==> src/rtl/data_mem_arbiter_if.sv <==
// Core, DMA and data-memory signal bundle for data_mem_arbiter.
// slave = arbiter view; master = requesters plus the memory.
interface data_mem_arbiter_if #(
    parameter int ADDR_W = 8,
    parameter int DATA_W = 16
);
    logic              Core_req;
    logic              Core_write;
    logic [ADDR_W-1:0] Core_addr;
    logic [DATA_W-1:0] Core_wdata;
    logic              Core_ack;
    logic [DATA_W-1:0] Core_rdata;

    logic              Dma_req;
    logic              Dma_write;
    logic [ADDR_W-1:0] Dma_addr;
    logic [DATA_W-1:0] Dma_wdata;
    logic              Dma_ack;
    logic [DATA_W-1:0] Dma_rdata;

    logic [ADDR_W-1:0] Mem_addr;
    logic [DATA_W-1:0] Mem_din;
    logic              Mem_write;
    logic [DATA_W-1:0] Mem_dout;

    modport slave (
        input  Core_req, Core_write, Core_addr, Core_wdata,
        output Core_ack, Core_rdata,
        input  Dma_req, Dma_write, Dma_addr, Dma_wdata,
        output Dma_ack, Dma_rdata,
        output Mem_addr, Mem_din, Mem_write,
        input  Mem_dout
    );

    modport master (
        output Core_req, Core_write, Core_addr, Core_wdata,
        input  Core_ack, Core_rdata,
        output Dma_req, Dma_write, Dma_addr, Dma_wdata,
        input  Dma_ack, Dma_rdata,
        input  Mem_addr, Mem_din, Mem_write,
        output Mem_dout
    );
endinterface

==> src/rtl/data_mem_arbiter.sv <==
// Shares one single-port data memory between the core and the DMA engine using a
// fixed IDLE/ACCESS/WAIT/ACK sequence, with a saturating contention counter.
module data_mem_arbiter #(
    parameter int ADDR_W        = 8,
    parameter int DATA_W        = 16,
    parameter bit CORE_PRIORITY = 1'b0
) (
    input  logic                Clk,
    input  logic                Rst_n,
    data_mem_arbiter_if.slave   bus,
    output logic                Busy,
    output logic                Grant_dma,
    input  logic                Stat_clr,
    output logic [15:0]         Wait_cycles
);
    typedef enum logic [1:0] {
        S_IDLE,
        S_ACCESS,
        S_WAIT,
        S_ACK
    } state_t;

    state_t            r_state;
    state_t            w_state_nxt;
    logic              r_grant_dma;
    logic              r_is_write;
    logic              r_mem_write;
    logic [ADDR_W-1:0] r_mem_addr;
    logic [DATA_W-1:0] r_mem_din;
    logic              r_core_ack;
    logic              r_dma_ack;
    logic [DATA_W-1:0] r_core_rdata;
    logic [DATA_W-1:0] r_dma_rdata;
    logic [15:0]       r_wait_cnt;
    logic              w_any_req;
    logic              w_pick_dma;
    logic              w_lost;

    always_comb begin
        w_state_nxt = r_state;
        w_any_req   = bus.Core_req | bus.Dma_req;
        // On a tie the DMA wins only in round-robin mode and only if the core won last.
        w_pick_dma  = bus.Dma_req & (~bus.Core_req | (~CORE_PRIORITY & ~r_grant_dma));
        // In IDLE only a tie costs a cycle (for the loser); otherwise the unserved port waits.
        w_lost      = (r_state == S_IDLE) ? (bus.Core_req & bus.Dma_req)
                                          : (r_grant_dma ? bus.Core_req : bus.Dma_req);
        unique case (r_state)
            S_IDLE:   if (w_any_req) w_state_nxt = S_ACCESS;
            S_ACCESS: w_state_nxt = S_WAIT;
            S_WAIT:   w_state_nxt = S_ACK;
            S_ACK:    w_state_nxt = S_IDLE;
            default:  w_state_nxt = S_IDLE;
        endcase
    end

    always_ff @(posedge Clk or negedge Rst_n) begin
        if (!Rst_n) r_state <= S_IDLE;
        else        r_state <= w_state_nxt;
    end

    always_ff @(posedge Clk or negedge Rst_n) begin
        if (!Rst_n) begin
            r_grant_dma  <= 1'b1;
            r_is_write   <= 1'b0;
            r_mem_write  <= 1'b0;
            r_mem_addr   <= '0;
            r_mem_din    <= '0;
            r_core_ack   <= 1'b0;
            r_dma_ack    <= 1'b0;
            r_core_rdata <= '0;
            r_dma_rdata  <= '0;
            r_wait_cnt   <= '0;
        end else begin
            r_mem_write <= 1'b0;
            r_core_ack  <= 1'b0;
            r_dma_ack   <= 1'b0;
            case (r_state)
                S_IDLE: begin
                    if (w_any_req) begin
                        r_grant_dma <= w_pick_dma;
                        r_is_write  <= w_pick_dma ? bus.Dma_write : bus.Core_write;
                        r_mem_write <= w_pick_dma ? bus.Dma_write : bus.Core_write;
                        r_mem_addr  <= w_pick_dma ? bus.Dma_addr  : bus.Core_addr;
                        r_mem_din   <= w_pick_dma ? bus.Dma_wdata : bus.Core_wdata;
                    end
                end
                S_WAIT: begin
                    if (!r_is_write) begin
                        if (r_grant_dma) r_dma_rdata  <= bus.Mem_dout;
                        else             r_core_rdata <= bus.Mem_dout;
                    end
                    if (r_grant_dma) r_dma_ack  <= 1'b1;
                    else             r_core_ack <= 1'b1;
                end
                default: ;
            endcase
            if (Stat_clr)
                r_wait_cnt <= '0;
            else if (w_lost && (r_wait_cnt != '1))
                r_wait_cnt <= r_wait_cnt + 16'd1;
        end
    end

    assign Busy           = (r_state != S_IDLE);
    assign Grant_dma      = r_grant_dma;
    assign Wait_cycles    = r_wait_cnt;
    assign bus.Mem_addr   = r_mem_addr;
    assign bus.Mem_din    = r_mem_din;
    assign bus.Mem_write  = r_mem_write;
    assign bus.Core_ack   = r_core_ack;
    assign bus.Dma_ack    = r_dma_ack;
    assign bus.Core_rdata = r_core_rdata;
    assign bus.Dma_rdata  = r_dma_rdata;
endmodule

==> src/flat_wrapper.sv <==
// flat-port wrapper written by rule: the top's interface ports become plain ports
module data_mem_arbiter_flat 
#(
    parameter int ADDR_W        = 8,
    parameter int DATA_W        = 16,
    parameter bit CORE_PRIORITY = 1'b0
)
  (Clk, Rst_n, Busy, Grant_dma, Stat_clr, Wait_cycles, bus_Core_req, bus_Core_write, bus_Core_addr, bus_Core_wdata, bus_Core_ack, bus_Core_rdata, bus_Dma_req, bus_Dma_write, bus_Dma_addr, bus_Dma_wdata, bus_Dma_ack, bus_Dma_rdata, bus_Mem_addr, bus_Mem_din, bus_Mem_write, bus_Mem_dout);
  data_mem_arbiter_if #(.ADDR_W(ADDR_W), .DATA_W(DATA_W)) bus_i ();
  input  logic Clk;
  input  logic Rst_n;
  output logic Busy;
  output logic Grant_dma;
  input  logic Stat_clr;
  output logic [15:0] Wait_cycles;
  input wire logic [$bits(bus_i.Core_req)-1:0] bus_Core_req;
  input wire logic [$bits(bus_i.Core_write)-1:0] bus_Core_write;
  input wire logic [$bits(bus_i.Core_addr)-1:0] bus_Core_addr;
  input wire logic [$bits(bus_i.Core_wdata)-1:0] bus_Core_wdata;
  output wire logic [$bits(bus_i.Core_ack)-1:0] bus_Core_ack;
  output wire logic [$bits(bus_i.Core_rdata)-1:0] bus_Core_rdata;
  input wire logic [$bits(bus_i.Dma_req)-1:0] bus_Dma_req;
  input wire logic [$bits(bus_i.Dma_write)-1:0] bus_Dma_write;
  input wire logic [$bits(bus_i.Dma_addr)-1:0] bus_Dma_addr;
  input wire logic [$bits(bus_i.Dma_wdata)-1:0] bus_Dma_wdata;
  output wire logic [$bits(bus_i.Dma_ack)-1:0] bus_Dma_ack;
  output wire logic [$bits(bus_i.Dma_rdata)-1:0] bus_Dma_rdata;
  output wire logic [$bits(bus_i.Mem_addr)-1:0] bus_Mem_addr;
  output wire logic [$bits(bus_i.Mem_din)-1:0] bus_Mem_din;
  output wire logic [$bits(bus_i.Mem_write)-1:0] bus_Mem_write;
  input wire logic [$bits(bus_i.Mem_dout)-1:0] bus_Mem_dout;
  assign bus_i.Core_req = bus_Core_req;
  assign bus_i.Core_write = bus_Core_write;
  assign bus_i.Core_addr = bus_Core_addr;
  assign bus_i.Core_wdata = bus_Core_wdata;
  assign bus_Core_ack = bus_i.Core_ack;
  assign bus_Core_rdata = bus_i.Core_rdata;
  assign bus_i.Dma_req = bus_Dma_req;
  assign bus_i.Dma_write = bus_Dma_write;
  assign bus_i.Dma_addr = bus_Dma_addr;
  assign bus_i.Dma_wdata = bus_Dma_wdata;
  assign bus_Dma_ack = bus_i.Dma_ack;
  assign bus_Dma_rdata = bus_i.Dma_rdata;
  assign bus_Mem_addr = bus_i.Mem_addr;
  assign bus_Mem_din = bus_i.Mem_din;
  assign bus_Mem_write = bus_i.Mem_write;
  assign bus_i.Mem_dout = bus_Mem_dout;
  data_mem_arbiter #(.ADDR_W(ADDR_W), .DATA_W(DATA_W), .CORE_PRIORITY(CORE_PRIORITY)) u_core (.Clk(Clk), .Rst_n(Rst_n), .bus(bus_i), .Busy(Busy), .Grant_dma(Grant_dma), .Stat_clr(Stat_clr), .Wait_cycles(Wait_cycles));
endmodule
==> config.mk <==
export PLATFORM = sky130hd
export DESIGN_NAME = data_mem_arbiter_flat
export DESIGN_NICKNAME = d
export VERILOG_FILES = /design/src/rtl/data_mem_arbiter_if.sv /design/src/rtl/data_mem_arbiter.sv /design/src/flat_wrapper.sv
export SDC_FILE = /design/constraint.sdc
export NUM_CORES = 1
export LEC_CHECK = 0
export CORE_UTILIZATION = 39
export CTS_CLUSTER_SIZE = 16
export DETAILED_ROUTE_END_ITERATION = 12
export GPL_TIMING_DRIVEN = 0
export HOLD_SLACK_MARGIN = 0.06
export PLACE_DENSITY = 0.82
export SLEW_MARGIN = 10
export SYNTH_ARGS = -nofsm -noshare
export SYNTH_HDL_FRONTEND = slang
export SYNTH_SLANG_ARGS = --single-unit
==> constraint.sdc <==
create_clock -name Clk -period 1.8 [get_ports Clk]
set_input_delay 0.18 -clock Clk [delete_from_list [all_inputs] [get_ports Clk]]
set_output_delay 0.18 -clock Clk [all_outputs]
set_load 0.03 [all_outputs]
* Word level (Yosys, flattened, before mapping) *
Cells that the tools add are included.

operators by class
  eq/ne operators = 5
  multiplexer cells = 15
  bitwise operators = 7
  reductions and logical operators = 7
  add/subtract/negate cells = 1

operators by type and width
  cell                   count
  $mux 16                3
  $add 16x1->16 const B  1
  $ne 16x16->1 const B   1
  $mux 1                 9
  $mux 8                 1
  $pmux 2 s4             1
  $reduce_and 3->1       2
  $eq 2x2->1 const B     2
  $reduce_bool 2->1      2
  $not 1->1              3
  $and 1x1->1            2
  $eq 2x1->1 const B     1
  $logic_not 2->1        1
  $mux 2                 1
  $ne 2x1->1 const B     1
  $or 1x1->1             2
  $reduce_and 2->1       1
  $logic_and 1x1->1      1

word-level totals
  flip-flop bits (word level) = 79
  output and inout bits = 77
  logic and storage cells = 46
  bits of input ports = 71

* Logic depth before layout (Yosys ltp) *
Gate-level depths: netlist of the first run.

  depth after elaboration = 6
  gate-level depth with buffers = 7
  gate-level depth less buffers = 5

* Worst setup path before layout of the first run *
Ideal clock, no wire load.

  path kind = register to register
  start = register u_core.r_wait_cnt[0] (netlist: u_core.Wait_cycles[0])
  end = register u_core.r_wait_cnt[12] (netlist: u_core.Wait_cycles[12])
  cell stages (with the launch flop) = 7
  period minus slack after synthesis = 1982 ps
  required time = 1675 ps
  arrival time = 1858 ps
  library setup time = 125 ps
  buffers on the path = 1
  slack = -182 ps
  cells stage by stage = dfrtp_1 > ha_1 > and4_1 > buf_2 > o311ai_2 > nor4_1 > mux2_2

on the way
  word-level cells in the longest chain between the ends = 3
  elaborated cells between the ends (all ways) = 6
  those cells by class = 1 x add/sub; 1 x eq/ne; 2 x mux; 2 x reduce/logical

RTL lines
  what                                           line                                             source
  start, declared                                data_mem_arbiter.sv:34                           logic [15:0] r_wait_cnt;
  start signal, assigned                         data_mem_arbiter.sv:100                          r_wait_cnt <= r_wait_cnt + 16'd1;
  $add 16x1->16 or $ne 16x16->1 (tied branches)  data_mem_arbiter.sv:100, data_mem_arbiter.sv:99
  $mux 16 or $logic_and 1x1->1 (tied branches)   data_mem_arbiter.sv:99                           else if (w_lost && (r_wait_cnt != '1))
  $mux 16 or $reduce_bool 2->1 (tied branches)   -

Several ways; a longest one is shown, not always the timed one. The select of a mux whose other input is x is not followed.
A chain may end at the register's enable or synchronous reset.

* Worst setup path after layout of the first run *
  start = register u_core.r_grant_dma (netlist: u_core.Grant_dma)
  end = register u_core.r_wait_cnt[12] (netlist: u_core.Wait_cycles[12])

on the way
  word-level cells in the longest chain between the ends = 4

RTL lines
  what                                line                    source
  start, declared                     data_mem_arbiter.sv:25  logic r_grant_dma;
  start signal, assigned              data_mem_arbiter.sv:80  r_grant_dma <= w_pick_dma;
  $mux 1                              data_mem_arbiter.sv:46  : (r_grant_dma ? bus.Core_req : bus.Dma_req);
  $mux 1                              data_mem_arbiter.sv:45  w_lost = (r_state == S_IDLE) ? (bus.Core_req & bus.Dma_req)
  $logic_and 1x1->1                   data_mem_arbiter.sv:99
  $reduce_bool 2->1 (no source line)  -

No other way between the ends.

==> key figures, run 1 <==
Power and ir drop
  – Power per cell area: 1560 nW/um2
  – Net Sw Frac: 0.403
  – IR drop worst, VDD: 0.698 mV
  – Clock power share: 0.147
  – Switch Pwr: 3640 uW
  – Combinational power share: 0.533
  – Internal: 5390 uW
  – LEAKAGE: 0.00242 uW
  – Sequential group share of total power: 0.319

Critical path
  – R2R cell count: 5
  – Setup crit end kind: flop
  – Worst path arrival time: 2.02 ns
  – CP top delay family: flip-flops
  – Startpoint Class: flop
  – Crit path kind: flop to flop
  – Crit path depth: 5
  – FF-to-FF End: u_core.Wait_cycles[12]
  – CP required: 2.03 ns
  – Crit-path slowest cell: dfstp_2
  – Worst path bufs/invs: 1
  – Worst-path cell chain: buf_6, mux2i_4, o21a_4, nor4_2, mux2_2
  – CP max FO: 6
  – Origin of the critical flop-to-flop path: u_core.Grant_dma
  – Flop-to-flop setup slack: 0.01 ns
  – Largest stage delay, worst path: 0.54 ns

Layout
  – Non-Filler Instances: 603
  – Most common library cell in the layout ignoring fill and taps: clkdlybuf4s50_1
  – Final Util: 0.653
  – Diode count: 0
  – Most frequent cells in the layout: clkdlybuf4s50_1, dfrtp_1, mux2_2
  – Share of layout cells above drive strength 1: 0.218
  – Fill cells: 687
  – Area added between synthesis and finish: 58.9%
  – Nets: 564

GRT
  – Total GRT Usage: 0.201
  – Largest net degree at the start of global routing: 43
  – Initial antenna violation count: 0
  – First-pass GRT wire length: 15.6 mm
  – Total gr overflow: 0
  – Vias in the first global route: 3201

Routing
  – Antenna viol nets, final: 0
  – Vias/cell: 5.11
  – Via count: 3082
  – DR DRC count: 0
  – Routed len/inst: 15.5 um
  – Router iterations before antenna repair: 4
  – Initial DRC Count: 115
  – Final WL: 9.36 mm

Timing
  – Final setup fails: 0
  – WHS: 0.336 ns
  – Max Fclk: 0.559 GHz
  – RSZ-0062 raised after global routing: true
  – Rel. slew slack: 0.621
  – Post-layout minimum cycle time: 1.79 ns
  – Setup TNS: 0 ns
  – Max Slew Vio Count: 0
  – Final Hold Viols: 0
  – Slew @ Worst Pin: 0.568 ns
  – Final worst-path cycle share: 0.993
  – Clk_skew: 0.00612 ns

Floorplanning
  – Die area: 9750 um2
  – Initial Util: 0.411
  – Die X-Extent: 98.8 um
  – Core area: 8890 um2
  – FP Rows: 34
  – Ports: 148
  – Die extent in y: 98.8 um

Clocking
  – CTS tree: done
  – Worst-case clock buffer depth: 2
  – Root buffer selected by CTS: clkbuf_8
  – # H-tree levels: 3
  – # clock sinks: 79
  – Clk pin slew, worst setup/hold paths: 0.08 ns
  – Worst skew pair latency: 0.34 ns
  – CTS Buf Count: 9

Placement
  – IO Port Bufs: 147
  – Placed Instances: 574
  – RePlAce Congestion: 0.851
  – Detailed Place HPWL: 6.73 mm

Yosys
  – Top post-synthesis cells by area: dfrtp_1, mux2_2, mux2i_1, o21ai_0, nand2_1
  – Yosys top cell area share: 0.535
  – Post-synthesis sequential area ratio: 0.542
  – Synthesized Nets: 392
  – Post-synthesis cell count: 318
  – Seq cells post-synth: 79
  – Mapped Area: 3650 um2
  – Syn avg cell area: 11.5 um2
  – Post-synth cell types: 41
  – Dominant cell type by area after synthesis: dfrtp_1
  – Synth Warn #: 0

Run status
  – Status: finished, final reports clean

Flow run
  – Max-cap violations: 0

Worst hold path
  – Hold Path Class: primary input to asynchronous set/reset pin
[flip-flops by register name, summed over array words and instances (netlist names)]
name,flops
u_core.r_state,2
u_core.bus.Mem_din,16
u_core.bus.Core_ack,1
u_core.bus.Mem_write,1
u_core.Grant_dma,1
u_core.bus.Dma_rdata,16
u_core.r_is_write,1
u_core.bus.Core_rdata,16
u_core.bus.Dma_ack,1
u_core.Wait_cycles,16
u_core.bus.Mem_addr,8
[per-stage QoR]
| step | area, um2 | power [uW] | setup WS [ns] |
|---|---|---|---|
| global placement | 5330 | 7440 | -2.41 |
| global route | 5800 | 9550 | -0.0316 |
| finish | 5800 | 9030 | 0.0123 |
| CTS | 5650 | 8970 | 0.000902 |
| detailed placement | 5350 | 7560 | -0.282 |
| floorplan | 3720 | 5580 | -0.0254 |
[final cells by class]
| class | count | area (um2) | share of cell area |
|---|---|---|---|
| Buffer | 17 | 115 | 0.0198 |
| Multi-Input combinational cell | 215 | 1720 | 0.297 |
| Inverter | 6 | 22.5 | 0.00388 |
| Sequential cell | 79 | 1990 | 0.342 |
| Timing Repair Buffer | 162 | 1620 | 0.279 |
| Clock inverter | 5 | 57.6 | 0.00992 |
| Tap cell | 108 | 135 | 0.0233 |
| Clock buffer | 11 | 141 | 0.0244 |
[layer usage]
metal  up-vias  track usage  routed length [um]
met5         -            0                   0
met4         0       0.0723                 166
met3        19       0.0511                 514
met1      1473        0.252                3970
li1       1479            -                   -
met2       111        0.337                4700
[kinds of logic after synthesis]
group                    share of synthesized area
AND/OR/NAND/NOR                              0.136
flip-flops                                   0.542
multiplexers                                 0.198
AO/OA/AOI/OAI                               0.0836
buffers and inverters                       0.0302
adder cells (fa/ha/maj)                     0.0103
[what timing repair did]
action                                  4_1_cts  5_1_grt
resized for setup                            11       21
cloned                                        0        1
pin swaps                                     4        6
setup buffers                                 6        6
endpoints found under the setup margin       51       27
endpoints found under the hold margin        37        0
hold buffers                                  1        0
[Yosys cell counts]
cell type	n
nor3_1	3
mux2i_1	26
a21oi_1	6
nor2_1	13
o21a_1	1
dfstp_2	1
mux2_2	37
a41oi_1	1
nor3b_1	1
or3_1	1
o21ai_0	28
o31ai_1	2
nand2b_1	1
a31oi_1	4
clkbuf_1	9
buf_2	4
nand2_1	35
nand4_1	7
and4_1	3
o21ai_1	1
nor4_4	1
dfrtp_1	78
buf_1	1
o31ai_2	1
nand4b_1	1
mux2_1	4
and3_1	5
a21o_1	1
and2_1	2
a21boi_0	1
nand3_1	3
or4_1	2
nor4_1	3
nor2b_1	10
o311ai_2	1
a211oi_1	4
inv_1	6
ha_1	3
nand3b_1	2
buf_4	4
nor3b_2	1
[worst max path at each step]
stage	endpoint	start	slack, ns
after floorplan	u_core.Wait_cycles[5]	u_core.Grant_dma	-0.03
after global placement	u_core.Wait_cycles[1]	Rst_n	-2.41
after detailed placement	u_core.r_is_write	bus_Core_req	-0.28
after CTS	u_core.Wait_cycles[6]	u_core.Grant_dma	0.0009
after global routing	u_core.Wait_cycles[12]	u_core.Wait_cycles[1]	-0.03
final	u_core.Wait_cycles[12]	u_core.Grant_dma	0.01
[power groups by stage]
| stage | registers (uW) | logic [uW] | clock network, uW |
|---|---|---|---|
| after CTS | 2890 | 4720 | 1360 |
| after global routing | 2990 | 5120 | 1440 |
| after detailed placement | 2910 | 4650 | 0 |
| after floorplan | 4250 | 1330 | 0 |
| after global placement | 2880 | 4560 | 0 |
| final | 2880 | 4820 | 1330 |
No activity file was read; power rests on OpenSTA's default activity.
==> inputs of run 2 (changes only) <==
Settings changed: CTS_CLUSTER_SIZE 16 to not set.
==> results of run 2 <==
Final layout, timing and power as in run 1 (identical DEF).
==> inputs of run 3 (changes only) <==
Settings changed: CTS_CLUSTER_DIAMETER set to 30.
==> results of run 3 <==
Final layout, timing and power as in run 1 (identical DEF).
